$ cat src/rtl/bidir_bus_arbiter_pkg.sv
// bidir_bus_arbiter_pkg: state encodings and buffer direction constants shared by the arbiter
package bidir_bus_arbiter_pkg;
    typedef enum logic [1:0] {
        IDLE  = 2'd0,
        TURN  = 2'd1,
        OWN_A = 2'd2,
        OWN_B = 2'd3
    } state_t;
    localparam logic DIR_A2B = 1'b0;
    localparam logic DIR_B2A = 1'b1;
endpackage

$ cat src/rtl/bidir_bus_arbiter_if.sv
// bidir_bus_arbiter_if: request/grant and buffer control bundle between requesters and the arbiter
interface bidir_bus_arbiter_if;
    logic req_a, req_b, gnt_a, gnt_b, oe_a, oe_b, ctrl, busy;
    modport master(input req_a, req_b, output gnt_a, gnt_b, oe_a, oe_b, ctrl, busy);
    modport slave(output req_a, req_b, input gnt_a, gnt_b, oe_a, oe_b, ctrl, busy);
endinterface

$ cat src/rtl/bidir_bus_arbiter_counter.sv
// arb_cycle_counter: loadable up-counter that saturates at LIM and flags reaching it
module arb_cycle_counter #(
    parameter int W = 8,
    parameter int LIM = 1
) (
    input  logic clk,
    input  logic rst,
    input  logic load,
    input  logic inc,
    output logic done
);
    logic [W-1:0] cnt;
    assign done = cnt == W'(LIM);
    always_ff @(posedge clk)
        cnt <= rst ? '0 : load ? W'(1) : (inc && !done) ? cnt + 1'b1 : cnt;
endmodule

$ cat src/rtl/bidir_bus_arbiter.sv
// bidir_bus_arbiter: grants a shared bidirectional buffer to side A or B and
// inserts idle turnaround cycles whenever the buffer direction changes.
module bidir_bus_arbiter
    import bidir_bus_arbiter_pkg::*;
#(
    parameter int TURN_CYCLES = 1,
    parameter int MAX_HOLD = 8
) (
    input logic clk,
    input logic rst,
    bidir_bus_arbiter_if.master bus
);
    state_t state, state_n;
    logic ctrl, ctrl_n, last, last_n;
    logic turn_load, turn_done, hold_load, hold_done;
    logic own, side, my_req, other_req, dir_req, tgt;

    assign own = state == OWN_A || state == OWN_B;
    assign side = state == OWN_B;
    assign my_req = side ? bus.req_b : bus.req_a;
    assign other_req = side ? bus.req_a : bus.req_b;
    assign dir_req = ctrl ? bus.req_b : bus.req_a;
    // On a tie the side that did not release last wins
    assign tgt = (bus.req_a && bus.req_b) ? ~last : bus.req_b;

    always_ff @(posedge clk) begin
        if (rst) begin
            state <= IDLE;
            ctrl <= DIR_A2B;
            last <= DIR_B2A;
        end else begin
            state <= state_n;
            ctrl <= ctrl_n;
            last <= last_n;
        end
    end

    always_comb begin
        state_n = state;
        ctrl_n = ctrl;
        last_n = last;
        turn_load = 1'b0;
        hold_load = 1'b0;
        case (state)
            IDLE: if (bus.req_a || bus.req_b) begin
                if (tgt == ctrl) begin
                    state_n = tgt ? OWN_B : OWN_A;
                    hold_load = 1'b1;
                end else begin
                    state_n = TURN;
                    ctrl_n = tgt;
                    turn_load = 1'b1;
                end
            end
            TURN: if (turn_done) begin
                state_n = dir_req ? (ctrl ? OWN_B : OWN_A) : IDLE;
                hold_load = dir_req;
            end
            default: if (!my_req || (hold_done && other_req)) begin
                last_n = side;
                state_n = other_req ? TURN : IDLE;
                ctrl_n = other_req ? ~side : ctrl;
                turn_load = other_req;
            end else begin
                hold_load = hold_done;
            end
        endcase
    end

    arb_cycle_counter #(.W(4), .LIM(TURN_CYCLES)) u_turn (
        .clk(clk), .rst(rst), .load(turn_load), .inc(state == TURN), .done(turn_done)
    );

    arb_cycle_counter #(.W(8), .LIM(MAX_HOLD)) u_hold (
        .clk(clk), .rst(rst), .load(hold_load), .inc(own), .done(hold_done)
    );

    assign bus.gnt_a = state == OWN_A;
    assign bus.gnt_b = state == OWN_B;
    assign bus.oe_a = state == OWN_A;
    assign bus.oe_b = state == OWN_B;
    assign bus.ctrl = ctrl;
    assign bus.busy = state != IDLE;
endmodule
$ cat src/flat_wrapper.sv
// flat-port wrapper written by rule: the top's interface ports become plain ports
module bidir_bus_arbiter_flat import bidir_bus_arbiter_pkg::*;
#(
    parameter int TURN_CYCLES = 1,
    parameter int MAX_HOLD = 8
)
  (clk, rst, bus_req_a, bus_req_b, bus_gnt_a, bus_gnt_b, bus_oe_a, bus_oe_b, bus_ctrl, bus_busy);
  bidir_bus_arbiter_if bus_i ();
  input logic clk;
  input logic rst;
  input wire logic [$bits(bus_i.req_a)-1:0] bus_req_a;
  input wire logic [$bits(bus_i.req_b)-1:0] bus_req_b;
  output wire logic [$bits(bus_i.gnt_a)-1:0] bus_gnt_a;
  output wire logic [$bits(bus_i.gnt_b)-1:0] bus_gnt_b;
  output wire logic [$bits(bus_i.oe_a)-1:0] bus_oe_a;
  output wire logic [$bits(bus_i.oe_b)-1:0] bus_oe_b;
  output wire logic [$bits(bus_i.ctrl)-1:0] bus_ctrl;
  output wire logic [$bits(bus_i.busy)-1:0] bus_busy;
  assign bus_i.req_a = bus_req_a;
  assign bus_i.req_b = bus_req_b;
  assign bus_gnt_a = bus_i.gnt_a;
  assign bus_gnt_b = bus_i.gnt_b;
  assign bus_oe_a = bus_i.oe_a;
  assign bus_oe_b = bus_i.oe_b;
  assign bus_ctrl = bus_i.ctrl;
  assign bus_busy = bus_i.busy;
  bidir_bus_arbiter #(.TURN_CYCLES(TURN_CYCLES), .MAX_HOLD(MAX_HOLD)) u_core (.clk(clk), .rst(rst), .bus(bus_i));
endmodule
$ cat config.mk
export PLATFORM = sky130hd
export DESIGN_NAME = bidir_bus_arbiter_flat
export DESIGN_NICKNAME = d
export VERILOG_FILES = /design/src/rtl/bidir_bus_arbiter_pkg.sv /design/src/rtl/bidir_bus_arbiter_if.sv /design/src/rtl/bidir_bus_arbiter_counter.sv /design/src/rtl/bidir_bus_arbiter.sv /design/src/flat_wrapper.sv
export SDC_FILE = /design/constraint.sdc
export NUM_CORES = 1
export LEC_CHECK = 0
export CAP_MARGIN = 20
export CORE_ASPECT_RATIO = 0.75
export CORE_MARGIN = 2
export CORE_UTILIZATION = 39
export DETAILED_ROUTE_END_ITERATION = 12
export SLEW_MARGIN = 20
export SYNTH_ARGS = -nofsm -noshare
export SYNTH_HDL_FRONTEND = slang
export SYNTH_SLANG_ARGS = --single-unit
$ cat constraint.sdc
create_clock -name clk -period 2.2 [get_ports clk]
set_clock_uncertainty 0.15 [all_clocks]
set_input_delay 0.33 -clock clk [delete_from_list [all_inputs] [get_ports clk]]
set_output_delay 0.33 -clock clk [all_outputs]
set_load 0.01 [all_outputs]
Word level (Yosys, flattened, before mapping)
Cells that the tools add are included.

storage, ports and cells
  bits in registers = 16

operators by class
  add/subtract/negate cells = 2
  eq/ne operators = 9
  muxes and demuxes = 31
  bitwise operators = 4
  reductions and logical operators = 23

operators with widths
  cell                                                  count
  2-to-1 mux 1 bit                                      22
  2-to-1 mux 2 bit                                      5
  nonzero test 2 bit                                    5
  adder 8 x 1 -> 8 bit (second input constant)          1
  equality test 8 x 4 -> 1 bit (second input constant)  1
  case mux 1 bit (2 select lines)                       3
  OR reduction 2 bit                                    3
  AND reduction 5 bit                                   1
  adder 4 x 1 -> 4 bit (second input constant)          1
  equality test 2 bit (second input constant)           2
  equality test 4 x 1 -> 1 bit (second input constant)  1
  logical AND 1 bit                                     4
  != test 2 x 1 -> 1 bit (second input constant)        2
  inverter 1 bit                                        4
  case mux 2 bit (2 select lines)                       1
  zero test 1 bit                                       3
  logical OR 1 bit                                      3
  AND reduction 3 bit                                   1
  nonzero test 3 bit                                    1
  equality test 2 x 1 -> 1 bit (second input constant)  1
  zero test 2 bit                                       1
  != test 2 bit (second input constant)                 1
  AND reduction 2 bit                                   1
  equality test 1 bit                                   1

Depth between registers and ports, before layout
Gate-level depths: netlist of the first run.

  word-level depth = 7
  depth in mapped cells = 7

Modules after synthesis
A second synthesis of the first run with hierarchy kept.

unflattened totals
  cells, all modules = 132
  area, all modules = 1,073.5 um2

modules (own cells, without submodules)
  module                              instances  cells an instance  area an instance (um2)
  bidir_bus_arbiter                   1          59                 435.4
  arb_cycle_counter at u_core.u_hold  1          50                 426.7
  arb_cycle_counter at u_core.u_turn  1          23                 211.5

Least setup slack after synthesis of the first run
No wires, ideal clock.

  path type = input to register
  start point = input bus_req_b
  end point = register u_core.u_hold.cnt[0]
  setup time = 0.096 ns
  arrival = 1.590 ns
  path slack = 0.364 ns
  stages on the path = 7
  buffers on the path = 1
  path through = buf_2 > nand2_1 > ha_1 > o21bai_1 > a211oi_2 > or2_1 > o41ai_2

between the ends
  word-level cells in the longest chain between the ends = 7
  elaborated cells between the ends (all ways) = 17
  classes of those cells = eq/ne (1); mux (10); reduce/logical (6)

ends and longest elaborated chain
  element                                                        line                             text
  start, declared                                                flat_wrapper.sv:12               input wire logic [$bits(bus_i.req_b)-1:0] bus_req_b;
  logical AND 1 bit                                              bidir_bus_arbiter.sv:24          assign tgt = (bus.req_a && bus.req_b) ? ~last : bus.req_b;
  2-to-1 mux 1 bit                                               bidir_bus_arbiter.sv:24
  equality test 1 bit                                            bidir_bus_arbiter.sv:46          if (tgt == ctrl) begin
  2-to-1 mux 1 bit                                               bidir_bus_arbiter.sv:46
  2-to-1 mux 1 bit                                               bidir_bus_arbiter.sv:45          IDLE: if (bus.req_a || bus.req_b) begin
  case mux 1 bit (2 select lines) (*)                            bidir_bus_arbiter.sv:44          case (state)
  2-to-1 mux 1 bit / nonzero test 2 bit (equally long branches)  -
  end signal, assigned                                           bidir_bus_arbiter_counter.sv:15  cnt <= rst ? '0 : load ? W'(1) : (inc && !done) ? cnt + 1'b1 : cnt;
  end, declared                                                  bidir_bus_arbiter_counter.sv:12  logic [W-1:0] cnt;

Every way passes the cells marked *; elsewhere a longest branch is shown, timed or not.
A chain may end at the register's enable or synchronous reset.

Worst setup path in the final report of the first run
  start point = register u_core.state[0]
  end point = output bus_gnt_b

between the ends
  word-level cells in the longest chain between the ends = 1

ends and longest elaborated chain
  element                 line                     text
  start, declared         bidir_bus_arbiter.sv:13  state_t state, state_n;
  start signal, assigned  bidir_bus_arbiter.sv:32  state <= state_n;
  equality test 2 bit     bidir_bus_arbiter.sv:79  assign bus.gnt_b = state == OWN_B;
  end, declared           flat_wrapper.sv:14       output wire logic [$bits(bus_i.gnt_b)-1:0] bus_gnt_b;

Every way passes these cells.

==> results.yml, run 1 <==
pwr:
  vdd_drop_max_uv: 436
  leakagePower_uw: 0.000458
  power_density_nw_per_um2: 891
place:
  place_ws_ps: -55.7
  portBuffers: 9
  hpwl_um: 1620
  place.gp.congestion: 0.763
  placed_area_um2: 1190
worst_setup_path:
  endpoint_kind: "output pin"
  slowest_delay_ps: 550
  crit_family: "buffers and inverters"
  cp.required_ps: 1720
  path_max_fanout: 13
  worst-setup-path-type: "flop to output pin"
  crit_path_start_kind: "flop"
  critical_path_arrival_ps: 1560
  critPathSlowestCell: "clkdlybuf4s50_1"
  worstPathCellList: "and2_1 -> clkdlybuf4s50_1"
  path_buf_inv: 1
sta:
  final.setup.tns_ps: 0
  worstMarginPinSlew_ps: 384
  hold_violations: 0
  rsz0062_at_grt: "no"
  max_clock_freq_ghz: 0.490
  finalSetupViolations: 0
  fin_crit_sh_pct: 92.7
  fin_crit_ps: 2040
  hold_ws_ps: 366
  fin_ws_ps: 160
  slew_violations: 0
  slew_headroom_pct: 74.1
drt:
  first_pass_iters: 4
  drc: 0
  drt_iter0_markers: 52
  ant_nets: 0
  vias_per_cell: 5.46
  wl_per_cell_um: 13.3
  routed_wl_um: 2220
  vias: 912
global_route:
  grt_max_degree: 15
  antenna_found_initial: 0
  grt_pass1_wl_um: 3910
  grt_pass1_vias: 832
  track_usage_pct: 15.9
  grt_overflow: 0
job:
  cap_violations: 0
final_layout:
  layout-drive-gt1-share_pct: 15.3
  final_cell_area_um2: 1230
  layout.nets: 141
  n_fill_cell: 252
  area_delta_synth_final_pct: 17.1
  n_antenna_cell: 0
yosys:
  synth_cell_types: 48
  synth_edf_count: 0
  ys_seq_elements: 16
  synth_area_um2: 1050
  yosysSeqAreaShare_pct: 30.5
  synthArstFlopShare_pct: 0
  synth.area.top_cells: "dfxtp_1, ha_1, xnor2_1, nand2_1, nand4_1"
  yosys.area.top_type_share_pct: 30.5
  synth_fp_nets: 128
  synthCells: 119
  synth_ff_type: "dfxtp_1"
  netlist.top_cell.by_area: "dfxtp_1"
  synth.avg_cell_area_um2: 8.81
  yosysWarnings: 0
clock_tree:
  clock_path_buffers: 2
  postCtsSetupBuffers: 0
  cts_resized: 0
  cts_root_buf: "clkbuf_4"
  clock_latency_ps: 300
  cts_buffers: 3
  ctsHoldBuffers: 0
  cts_tree: "yes"
  clk_pin_slew_worst_paths_ps: 120
  clock_sinks: 16
  htreeDepth: 1
die:
  core_um2: 2580
  start_util_pct: 40.6
  die_h_um: 48.9
  die_area_um2: 3120
  pin_count: 10
  die_x_um: 63.9
  num_rows: 16
run_status:
  status: "finished, final reports clean"
hold_path:
  min_path_type: "flop to flop"
==> sequential cells by signal (all words and copies together), names as in the netlist <==
register / flops
u_core.u_turn.cnt: 4
u_core.bus.ctrl: 1
u_core.last: 1
u_core.u_hold.cnt: 8
u_core.state: 2
==> logic make-up (layout without fill, tap and decap cells) <==
logic type	after synthesis	after routing	synth area share [%]
adder cells (fa/ha/maj)	5	5	5.97
buffers and inverters	14	26	6.21
AND/OR/NAND/NOR	48	48	26.4
multiplexers	3	3	2.98
flip-flops	16	16	30.5
AO/OA/AOI/OAI	25	25	21.2
XOR/XNOR	8	8	6.68
==> worst register-to-register path, stage by stage (launching register included) <==
cell and delay, ps:
dfxtp_1 440, inv_1 70, ha_1 320, o21bai_1 160, a211oi_2 110, or2_1 260
o41ai_2 260
==> layer usage <==
metal / wire length, um / track usage (%) / up-vias
li1: - / - / 467
met1: 1180 / 23.7 / 422
met2: 904 / 22.6 / 21
met3: 111 / 4.16 / 2
met4: 23 / 4.35 / 0
met5: 0 / 0 / -
==> metrics by stage <==
step | std cells | total power, uW | utilization, %
after detailed placement | 163 | 886 | 46.1
after CTS | 167 | 1100 | 47.5
final | 167 | 1090 | 47.5
after global placement | 163 | 883 | 46.1
after floorplan | 119 | 740 | -
after global routing | 167 | 1190 | 47.5
==> Yosys cell counts, types with 2 or more instances <==
master    instances
a21oi_1           3
a211oi_2          2
nor2_1            5
and3_1            3
nand4_1           6
ha_1              5
buf_2             4
dfxtp_1          16
inv_1             7
buf_4             2
xnor2_1           5
a211oi_1          3
nor3_1            7
mux2i_1           2
nand2_1          11
xor2_1            3
nand3_1           4
==> layout make-up <==
| type | instances | area, um2 | area share, % |
|---|---|---|---|
| multi-input cells | 89 | 663 | 54.0 |
| repair buffers | 15 | 135 | 11.0 |
| flip-flops and latches | 16 | 322 | 26.2 |
| clock buffers | 4 | 36.3 | 2.96 |
| well taps | 36 | 45.0 | 3.67 |
| inverters | 7 | 26.3 | 2.14 |
==> cells in the final DEF (no fill, tap or decap), types with 4 or more instances in the layout <==
cell and count:
buf_4 6, clkdlybuf4s50_1 9, dfxtp_1 15, ha_1 5, inv_1 7, nand2_1 11, nand3_1 4, nand4_1 6
nor2_1 5, nor3_1 7, xnor2_1 5
==> power breakdown <==
group	internal [uW]	total, uW	leakage (uW)	switching [uW]
sequential	336	403	0.000131	66.4
clock	101	208	0.0000210	107
combinational	237	483	0.000306	246
total	674	1090	0.000458	420
==> final timing paths <==
check / startpoint / to / slack, ps / cells after the start
setup reg to reg: u_core.bus.ctrl$_SDFFE_PP0P_ / u_core.u_hold.cnt[0]$_SDFFE_PP0P_ / 350 / 6
hold / removal: u_core.last$_SDFFE_PP1P_ / u_core.last$_SDFFE_PP1P_ / 370 / 1
setup / recovery: u_core.state[0]$_SDFFE_PP0P_ / bus_gnt_b / 160 / 2
hold reg to reg: u_core.last$_SDFFE_PP1P_ / u_core.last$_SDFFE_PP1P_ / 370 / 1
No activity file was read; power rests on OpenSTA's default activity.
==> inputs of run 2 (changes only) <==
- CAP_MARGIN: 20 -> not set
- CTS_BUF_LIST: not set -> sky130_fd_sc_hd__clkbuf_8
- SKIP_CTS_REPAIR_TIMING: not set -> 1
==> run 2 against run 1 <==
- fmax down 3.2%
- combinational power is essentially flat
- hold slack lost 11 ps
- die area did not move
- flip-flop and latch count unchanged
- worst setup slack got worse by 68 ps
- sequential power about the same
- critical path depth is the same
- clock-buffer cell count did not move
- non-clock buffer count unchanged
- utilization increased by 0.68 points
- cell area increased by 1.4%
- critical endpoint unchanged
- largest cell class unchanged
- largest power group unchanged
==> results.yml, run 2 (synthesized netlist as in run 1, its figures left out) <==
run_status:
  status: "finished, final reports clean"
place:
  dp.cells: 163
  place.gp.congestion: 0.763
  hpwl_um: 1620
  portBuffers: 9
  place_ws_ps: -55.7
  placed_area_um2: 1190
pwr:
  vdd_drop_max_uv: 441
  leakagePower_uw: 0.000465
  power_density_nw_per_um2: 929
final_layout:
  layout-drive-gt1-share_pct: 14.5
  n_antenna_cell: 0
  final_cells: 167
  top_register: "u_core.u_hold.cnt"
  largest_reg_flops: 8
  n_fill_cell: 248
  final_cell_area_um2: 1240
  layout_common_cells: "dfxtp_1, nand2_1, clkdlybuf4s50_1"
  layout.nets: 141
  mostFrequentLayoutCell: "dfxtp_1"
  area_delta_synth_final_pct: 18.7
  reg.largest.list: "u_core.u_hold.cnt x8, u_core.u_turn.cnt x4, u_core.state x2"
worst_setup_path:
  r2r-start: "u_core.bus.ctrl$_SDFFE_PP0P_"
  crit_path_start: "u_core.state[0]$_SDFFE_PP0P_"
  ff2ff_setup_slack_ps: 350
  crit_path_start_kind: "flop"
  endpoint_kind: "output pin"
  cp-endpoint: "bus_gnt_b"
  rr_endpoint: "u_core.u_hold.cnt[7]$_SDFFE_PP0P_"
  rr_worst_depth: 7
  cp.required_ps: 1720
  worst-setup-path-type: "flop to output pin"
  path_max_fanout: 13
  critical_path_arrival_ps: 1630
global_route:
  track_usage_pct: 15.7
  grt_max_degree: 15
  grt_overflow: 0
  grt_pass1_wl_um: 3860
  antenna_found_initial: 0
  grt_pass1_vias: 826
clock_tree:
  cts_root_buf: "clkbuf_8"
  clock_sinks: 16
  cts_buffers: 3
  cts_tree: "yes"
  clk_pin_slew_worst_paths_ps: 70
  clock_latency_ps: 260
  htreeDepth: 1
  clock_path_buffers: 2
die:
  core_um2: 2580
  num_rows: 16
  die_x_um: 63.9
  die_area_um2: 3120
  die_h_um: 48.9
  start_util_pct: 40.6
  pin_count: 10
sta:
  slew_violations: 0
  max_clock_freq_ghz: 0.474
  final.setup.tns_ps: 0
  hold_violations: 0
  finalSetupViolations: 0
  slew_headroom_pct: 74.1
  worstMarginPinSlew_ps: 383
  rsz0062_at_grt: "no"
  fin_ws_ps: 91.7
  fin_crit_ps: 2110
  fin_crit_sh_pct: 95.8
hold_path:
  holdPathStages: 1
  min_path_type: "flop to flop"
drt:
  wl_per_cell_um: 13.0
  vias_per_cell: 5.53
  first_pass_iters: 4
  drc: 0
  routed_wl_um: 2170
  drt_iter0_markers: 51
  vias: 923
  ant_nets: 0
job:
  cap_violations: 0
run 2: changes by cell type in the layout (fill, tap and decap cells not counted):
cell,change
clkbuf_4,-3
clkbuf_8,+3
dfxtp_1,+1
dfxtp_2,-1
run 2: layout make-up:
type / instances / area [um2] / area share, %
flip-flops and latches: 16 / 320 / 25.7
repair buffers: 15 / 135 / 10.9
inverters: 7 / 26.3 / 2.11
multi-input cells: 89 / 663 / 53.3
clock buffers: 4 / 55.1 / 4.42
well taps: 36 / 45.0 / 3.62
run 2: stage by stage:
step,util [%],hold slack [ps],power [uW]
6_report,48.2,356,1160
5_1_grt,48.2,406,1250
4_1_cts,48.2,366,1160
3_5_place_dp,46.1,348,886
3_3_place_gp,46.1,348,883
2_1_floorplan,-,284,740
run 2: how the worst min path moves through the flow:
stage	slack [ps]	end	start
after CTS	370	u_core.last$_SDFFE_PP1P_	u_core.last$_SDFFE_PP1P_
after detailed placement	350	u_core.last$_SDFFE_PP1P_	u_core.last$_SDFFE_PP1P_
after global routing	410	u_core.last$_SDFFE_PP1P_	u_core.last$_SDFFE_PP1P_
final	360	u_core.last$_SDFFE_PP1P_	u_core.last$_SDFFE_PP1P_
after global placement	350	u_core.last$_SDFFE_PP1P_	u_core.last$_SDFFE_PP1P_
after floorplan	280	u_core.u_hold.cnt[0]$_SDFFE_PP0P_	rst
run 2: routing by layer:
layer / global-route usage (%) / vias to the layer above / share of wire [%]
li1: - / 465 / -
met1: 23.4 / 433 / 53
met2: 22.0 / 23 / 41
met3: 3.46 / 2 / 4.9
met4: 5.43 / 0 / 0.37
met5: 0 / - / 0
run 2: report_power, final:
group          switching [uW]  total (uW)  internal, uW
logic                     246         484           237
registers                64.2         400           335
clock network             114         273           159
total                     424        1160           732
run 2: critical path, stage by stage (launching register included):
cell	delay, ps
dfxtp_1	570
and2_1	250
clkdlybuf4s50_1	550
